### src/rtl/ahb_mst_arbiter_rr.sv
// N-master AHB round-robin arbiter with HLOCK ownership and split address/data muxing.
// Define AHB_ARB_TIMEOUT_EN to force rearbitration after MAX_HOLD beats of unlocked ownership.
module ahb_mst_arbiter_rr #(
    parameter int NUM_M     = 3,
    parameter int ADDR_W    = 32,
    parameter int DATA_W    = 32,
    parameter int DEFAULT_M = 0,
    parameter int MAX_HOLD  = 16,
    localparam int MW       = (NUM_M > 1) ? $clog2(NUM_M) : 1
) (
    input  logic                       HCLK,
    input  logic                       HRESET,
    input  logic [NUM_M-1:0]           HBUSREQ,
    input  logic [NUM_M-1:0]           HLOCK,
    input  logic [NUM_M*ADDR_W-1:0]    HADDR_M,
    input  logic [NUM_M*2-1:0]         HTRANS_M,
    input  logic [NUM_M*3-1:0]         HSIZE_M,
    input  logic [NUM_M-1:0]           HWRITE_M,
    input  logic [NUM_M*DATA_W-1:0]    HWDATA_M,
    input  logic                       HREADY,
    output logic [NUM_M-1:0]           HGRANT,
    output logic [MW-1:0]              HMASTER,
    output logic                       HMASTLOCK,
    output logic [ADDR_W-1:0]          HADDR_S,
    output logic [1:0]                 HTRANS_S,
    output logic [2:0]                 HSIZE_S,
    output logic                       HWRITE_S,
    output logic [DATA_W-1:0]          HWDATA_S
);

    typedef enum logic [1:0] {ST_IDLE, ST_GRANTED, ST_LOCKED} state_t;

    localparam logic [MW-1:0]    DEF_IDX   = MW'(DEFAULT_M);
    localparam logic [NUM_M-1:0] GRANT_RST = NUM_M'(1) << DEFAULT_M;

    if (NUM_M < 2 || NUM_M > 8 || DEFAULT_M < 0 || DEFAULT_M >= NUM_M || MAX_HOLD < 1) begin : g_paramCheck
        $error("ahb_mst_arbiter_rr: illegal parameter combination");
    end

    state_t             r_state;
    state_t             w_nextState;
    logic [NUM_M-1:0]   r_grant;
    logic [NUM_M-1:0]   w_nextGrant;
    logic [MW-1:0]      r_master;
    logic [MW-1:0]      r_masterD;
    logic               r_mastLock;
    logic [MW-1:0]      w_owner;
    logic [MW-1:0]      w_pick;
    logic [MW-1:0]      w_nextIdx;
    logic               w_pickValid;
    logic               w_rearb;
    logic               w_forceRearb;
    logic [NUM_M-1:0]   w_reqRot;
    int                 w_pickSum;

    always_comb begin
        w_owner = '0;
        for (int i = 0; i < NUM_M; i++) begin
            if (r_grant[i]) w_owner = MW'(i);
        end
    end

    // Rotate requests so bit 0 is the master after the owner; the owner itself lands last.
    always_comb begin
        w_reqRot    = NUM_M'({HBUSREQ, HBUSREQ} >> (int'(w_owner) + 1));
        w_pickSum   = 0;
        w_pickValid = 1'b0;
        for (int j = NUM_M - 1; j >= 0; j--) begin
            if (w_reqRot[j]) begin
                w_pickSum   = int'(w_owner) + 1 + j;
                w_pickValid = 1'b1;
            end
        end
        if (w_pickSum >= NUM_M) w_pickSum = w_pickSum - NUM_M;
        w_pick = MW'(w_pickSum);
    end

`ifdef AHB_ARB_TIMEOUT_EN
    localparam int CW = $clog2(MAX_HOLD + 1);
    logic [CW-1:0] r_holdCnt;

    always_ff @(posedge HCLK or posedge HRESET) begin
        if (HRESET) begin
            r_holdCnt <= '0;
        end else if (HREADY) begin
            if (r_state == ST_GRANTED && w_nextIdx == w_owner) begin
                if (r_holdCnt != CW'(MAX_HOLD - 1)) r_holdCnt <= r_holdCnt + 1'b1;
            end else begin
                r_holdCnt <= '0;
            end
        end
    end

    assign w_forceRearb = (r_state == ST_GRANTED) && (r_holdCnt == CW'(MAX_HOLD - 1))
                          && (|(HBUSREQ & ~r_grant));
`else
    assign w_forceRearb = 1'b0;
`endif

    always_comb begin
        w_nextState = r_state;
        w_nextIdx   = w_owner;
        w_rearb     = 1'b0;
        case (r_state)
            ST_IDLE:    w_rearb = 1'b1;
            ST_GRANTED: begin
                if (HLOCK[w_owner])                          w_nextState = ST_LOCKED;
                else if (!HBUSREQ[w_owner] || w_forceRearb)  w_rearb = 1'b1;
            end
            ST_LOCKED:  begin
                if (!HLOCK[w_owner] && !HBUSREQ[w_owner])    w_rearb = 1'b1;
            end
            default:    w_nextState = ST_IDLE;
        endcase
        // Only a pick made from IDLE enters LOCKED directly; a locked pick from GRANTED locks one beat later.
        if (w_rearb) begin
            if (w_pickValid) begin
                w_nextIdx   = w_pick;
                w_nextState = (r_state == ST_IDLE && HLOCK[w_pick]) ? ST_LOCKED : ST_GRANTED;
            end else begin
                w_nextIdx   = DEF_IDX;
                w_nextState = ST_IDLE;
            end
        end
    end

    always_comb begin
        w_nextGrant = '0;
        for (int i = 0; i < NUM_M; i++) begin
            w_nextGrant[i] = (w_nextIdx == MW'(i));
        end
    end

    always_ff @(posedge HCLK or posedge HRESET) begin
        if (HRESET) begin
            r_state    <= ST_IDLE;
            r_grant    <= GRANT_RST;
            r_master   <= DEF_IDX;
            r_masterD  <= DEF_IDX;
            r_mastLock <= 1'b0;
        end else if (HREADY) begin
            r_state    <= w_nextState;
            r_grant    <= w_nextGrant;
            r_master   <= w_owner;
            r_masterD  <= r_master;
            r_mastLock <= HLOCK[w_owner];
        end
    end

    always_comb begin
        HADDR_S  = HADDR_M[ADDR_W-1:0];
        HTRANS_S = HTRANS_M[1:0];
        HSIZE_S  = HSIZE_M[2:0];
        HWRITE_S = HWRITE_M[0];
        HWDATA_S = HWDATA_M[DATA_W-1:0];
        for (int i = 0; i < NUM_M; i++) begin
            if (r_master == MW'(i)) begin
                HADDR_S  = HADDR_M[i*ADDR_W +: ADDR_W];
                HTRANS_S = HTRANS_M[i*2 +: 2];
                HSIZE_S  = HSIZE_M[i*3 +: 3];
                HWRITE_S = HWRITE_M[i];
            end
            if (r_masterD == MW'(i)) HWDATA_S = HWDATA_M[i*DATA_W +: DATA_W];
        end
        if (HRESET) HTRANS_S = 2'b00;
    end

    assign HGRANT    = r_grant;
    assign HMASTER   = r_master;
    assign HMASTLOCK = r_mastLock;

endmodule

### config.mk
export PLATFORM = sky130hd
export DESIGN_NAME = ahb_mst_arbiter_rr
export DESIGN_NICKNAME = d
export VERILOG_FILES = /design/src/rtl/ahb_mst_arbiter_rr.sv
export SDC_FILE = /design/constraint.sdc
export NUM_CORES = 1
export LEC_CHECK = 0
export BUFFER_PORTS_ARGS = -buffer_cell sky130_fd_sc_hd__buf_2
export CAP_MARGIN = 20
export CORE_AREA = 10 10 106 108
export DETAILED_ROUTE_END_ITERATION = 12
export DIE_AREA = 0 0 116 118
export GPL_TIMING_DRIVEN = 0
export MAX_ROUTING_LAYER = met4
export PLACE_DENSITY = 0.73
export SYNTH_ARGS = -nofsm -noshare
export SYNTH_HDL_FRONTEND = slang
export SYNTH_SLANG_ARGS = --single-unit
export TNS_END_PERCENT = 100
### constraint.sdc
create_clock -name HCLK -period 5.91 [get_ports HCLK]
set_input_delay 0.591 -clock HCLK [delete_from_list [all_inputs] [get_ports HCLK]]
set_output_delay 0.591 -clock HCLK [all_outputs]
set_load 0.03 [all_outputs]
# Word-level counts from Yosys, hierarchy flattened
# Index checks and enable logic that the tools add are counted.
[classes]
addsub = 4
n_shift = 1
n_reduce_logical = 8
magnitude_cmp = 3
n_mux = 37
eq_ne = 10
[op_table]
columns = ["op", "count"]
rows = [
  ["2-to-1 mux 32 bit", 7],
  ["adder 32 x 2 -> 32 bit, second input constant", 1],
  ["adder 32 x 3 -> 32 bit, second input constant", 1],
  ["greater-or-equal comparator 32 x 3 -> 1 bit, second input constant", 1],
  ["right shift 6 x 32 -> 3 bit", 1],
  ["2-to-1 mux 2 bit", 11],
  ["2-to-1 mux 1 bit", 12],
  ["== test 2 x 1 -> 1 bit, second input constant", 4],
  ["== test 2 bit, second input constant", 4],
  ["binary-select mux 1 bit (select 2 bit)", 3],
  ["< comparator 2 x 3 -> 1 bit, second input constant", 2],
  ["2-to-1 mux 3 bit", 2],
  ["zero test 2 bit", 2],
  ["one-hot mux 2 bit (2 select lines)", 1],
  ["adder 2 x 1 -> 3 bit, second input constant", 1],
  ["inequality test 3 bit, second input constant", 1],
  ["one-hot mux 1 bit (3 select lines)", 1],
  ["AND reduction 3 bit", 1],
  ["logical AND 1 bit", 2],
  ["zero test 1 bit", 2],
  ["inequality test 2 x 1 -> 1 bit, second input constant", 1],
  ["OR reduction 2 bit", 1],
  ["subtractor 2 x 1 -> 2 bit, second input constant", 1],
]
[word_totals]
reg_bits = 10
elab_cells = 68
in_bits = 219

# Logic depth before layout (Yosys ltp)
[logic_depth]
ltp_word = 15
ltp_mapped = 9
mapped_depth_nobuf = 8

# Least setup slack after synthesis
# No wires, ideal clock.
[synth_path]
kind = "register -> output"
startpoint = "reg r_master[1], in the netlist HMASTER[1]"
endpoint = "out HADDR_S[0]"
arrival_ps = 1932
required_ps = 5319
path_slack_ps = 3387
stages_incl_launch_ff = 6
cell_sequence = "dfrtp_1 > clkbuf_1 > clkbuf_1 > buf_2 > mux2i_1 > a21oi_1"
[synth_via]
elab_chain_cells = 3
word_cells_on_any_way = 4
[synth_lines]
columns = ["item", "line", "source"]
rows = [
  ["start: declaration", "44", "logic [MW-1:0] r_master;"],
  ["start signal: assignment", "144", "r_master <= w_owner;"],
  ["== test 2 x 1 -> 1 bit", "157", "if (r_master == MW'(i)) begin"],
  ["2-to-1 mux 32 bit", "157", ""],
  ["2-to-1 mux 32 bit (*)", "157", ""],
  ["end: declaration", "24", "output logic [ADDR_W-1:0] HADDR_S,"],
]
# Every way passes the cells marked *; elsewhere a longest branch is shown, timed or not.

# Worst setup path in the final report
[layout_path]
startpoint = "reg r_master[1], in the netlist HMASTER[1]"
endpoint = "out HADDR_S[28]"
# The elaborated chain is that of the path after synthesis.

==> results.cfg <==
[status]
status = finished, final reports clean

[floorplanning]
core_mm2 = 0.00911
die_h_um = 118
num_rows = 35
die_x_um = 116
start_util_pct = 32.9
die_area_mm2 = 0.0137
io_pins = 295

[global_route]
grt.total_usage_pct = 22.3
grt_max_degree = 11
grt_remaining_overflow = 0
grt_pass1_wl_mm = 24.7
antenna_found_initial = 3
grt_pass1_vias = 4706

[yosys]
synth_top_area_share_pct = 25.1
synthAdderAreaFrac_pct = 0.794
synth_top_family_by_area = compound AO/OA/AOI/OAI gates
ys_warn_count = 0
syn_avg_cell_area_um2 = 7.32
synth_top_area_cell = mux2i_1
synth_xor_area_share_pct = 0.292
synth_area_mm2 = 0.00300
syn_inst = 409
yosys.area_share.simple_pct = 20.1
synth_compound_area_share_pct = 36.3
syn_nets = 629
ys_seq_elements = 10
ys_seq_area_share_pct = 8.40
yosys-top-cells-area = mux2i_1, a211oi_1, nor2b_1
yosysUniqueCellTypes = 42
synth.area.mux_share_pct = 27.3

[critical_path]
cp-end-kind = primary output
cp.required_ns = 5.32
path_buf_inv = 4
path_class = reg2out
cp_cell_sequence = clkbuf_1, buf_2, clkbuf_1, a211oi_1, a21oi_1, buf_2
critPathLaunchType = flop
critPathSlowestCell = clkbuf_1
cp_data_arrival_time_ns = 2.27
cp_top_family = buffers and inverters
worstPathMaxFanout = 10
cpPeakStageDelay_ns = 0.44

[power_and_ir_drop]
swShare_pct = 64.2
power.density_mw_per_mm2 = 520
p_int_mw = 0.867
pwr-share-comb_pct = 91.2
switchingPower_mw = 1.56
leakagePower_nw = 2.20
pwr-share-clk_pct = 3.6
ir_drop_mv = 0.253
p_seq_share_pct = 5.2

[timing]
setup_tns_ns = 0
skew_ns = 0.000694
setup_viol = 0
slew-limit-headroom_pct = 62.9
period_share_pct = 48.4
slew_viol_final = 0
timing.final.ws_setup_ns = 3.05
rsz0062_at_grt = no
tightest_slew_ns = 0.556
fmax_mhz = 350
hold_violations = 0
period_minus_slack_ns = 2.86

[placement]
io_buffers = 292
place_hpwl_mm = 14.1
place_ws_ns = 3.32
finalWeightedCongestion = 0.907

[cells_and_area]
nets = 926
area_growth_syn_to_layout_pct = 55.5
drive_above_1_share_pct = 46.0

[cts]
cts_inserted_buffers = 3
htreeDepth = 1
clk_pin_slew_ns = 0.05
clockBufferDepth = 2
clock_sinks = 10
holdBufCountCts = 0
post_cts_buffers = 0
worstSkewPairLatency_ns = 0.24
root_buffer = clkbuf_8
cts_resized = 0
cts_tree = built

[routing]
antenna_left = 0
dr.pass1.iters = 4
drc = 0
drtIter0Drc = 360
drt_wl_total_mm = 16.2
routedWlPerCell_um = 19.8
viasPerCell = 5.39
vias = 4414

[flow_run]
maxCapViolCount = 0

[worst_hold_path]
hold_path.class = in2async
area by class of cell:
type,count,area [µm²]
repair buffers,292,1460
clock buffers,4,55.1
plain buffers,45,188
fillers,894,4450
diodes,3,7.51
inverters,4,15.0
multi-input cells,350,2540
flip-flops and latches,10,251
well taps,111,139
power by group through the flow:
stage                     clock network [mW]  registers [mW]  logic (mW)
after global placement                     0           0.125        2.18
final                                 0.0863           0.126        2.21
after detailed placement                   0           0.126        2.21
after CTS                             0.0883           0.126        2.22
after floorplan                            0           0.152        1.55
after global routing                  0.0915           0.132        2.36
path summary, 6_finish.rpt:
path	start	end	slack, ns	depth (start not counted)
max in group asynchronous	HRESET	HGRANT[0]	5.23	2
min reg2reg	HMASTLOCK	HMASTLOCK	0.51	1
max reg2reg	HGRANT[1]	r_state[0]	3.54	9
min	HRESET	HGRANT[1]	0.36	2
max	HMASTER[1]	HADDR_S[28]	3.05	6
min in group HCLK	HMASTLOCK	HMASTLOCK	0.51	1
worst reg2reg max path, delay by kind of cell (launching register included):
family / cells / cell delay, ns
AOI/OAI and AO/OA: 3 / 0.70
buffers and inverters: 2 / 0.27
and+or+nand+nor: 3 / 0.74
DFF: 1 / 0.37
adders and majority gates: 1 / 0.21
layout by cell type (no fill, tap or decap), types with 2 or more instances in the layout:
| cell type | synthesis | layout |
|---|---|---|
| dfrtp_1 | 9 | 9 |
| clkbuf_8 | 0 | 4 |
| inv_1 | 4 | 4 |
| a211oi_1 | 73 | 73 |
| a21boi_0 | 2 | 2 |
| buf_2 | 12 | 304 |
| diode_2 | 0 | 3 |
| a21oi_1 | 71 | 71 |
| nand2b_1 | 2 | 2 |
| nor2_1 | 7 | 7 |
| mux2_2 | 6 | 6 |
| o21a_1 | 3 | 3 |
| nand2_1 | 7 | 7 |
| clkbuf_1 | 31 | 31 |
| o21ai_1 | 2 | 2 |
| o21ai_0 | 4 | 4 |
| nor2b_1 | 75 | 75 |
| mux2i_1 | 75 | 75 |
Yosys cell counts:
library cell,count
dfstp_2,1
a31oi_1,1
and2b_1,1
nor2_1,7
buf_2,12
nand2_1,7
nor4_1,1
o31ai_1,1
a21oi_1,71
ha_1,1
buf_1,1
xnor2_1,1
nor2b_1,75
mux2i_1,75
a22o_1,1
o21ai_1,2
nor3_1,1
o21ai_0,4
o22ai_2,1
o32ai_2,1
o221ai_1,1
a32o_1,1
a211oi_1,73
nand2b_1,2
mux2_2,6
dfrtp_1,9
nor3b_1,1
or3b_4,1
o21a_1,3
a21bo_2,1
and2_1,1
and4_1,1
maj3_2,1
nor2b_2,1
clkbuf_1,31
a21o_1,1
or2_2,1
inv_1,4
o31ai_4,1
a21boi_0,2
o2bb2ai_1,1
buf_4,1
state kept, by name (all words and copies together), names as in the netlist:
signal	count
HGRANT	3
HMASTER	2
HMASTLOCK	1
r_masterD	2
r_state	2
cell families after synthesis:
kind of cell / count (synthesis)
xor+xnor: 1
compound gates: 166
mux: 81
flops: 10
fa+ha+maj: 2
buf+inv: 49
simple gates: 100
metal layers:
metal | global-route usage (%) | wire [µm] | vias up
met5 | - | 0 | -
met4 | 6.65 | 386 | 0
met3 | 5.25 | 1490 | 33
met2 | 39.1 | 7970 | 255
met1 | 24.1 | 6390 | 1993
li1 | - | - | 2133
through the flow:
step	hold WS, ns	utilization (%)	cell area [µm²]	power (mW)	instances
6_report	0.362	51.1	4660	2.42	819
5_1_grt	0.398	51.1	4660	2.58	819
4_1_cts	0.375	51.1	4650	2.43	816
3_5_place_dp	0.506	50.5	4600	2.34	812
3_3_place_gp	0.491	50.5	4600	2.31	812
2_1_floorplan	0.430	-	3000	1.70	409
(Power assumes the default switching activity.)
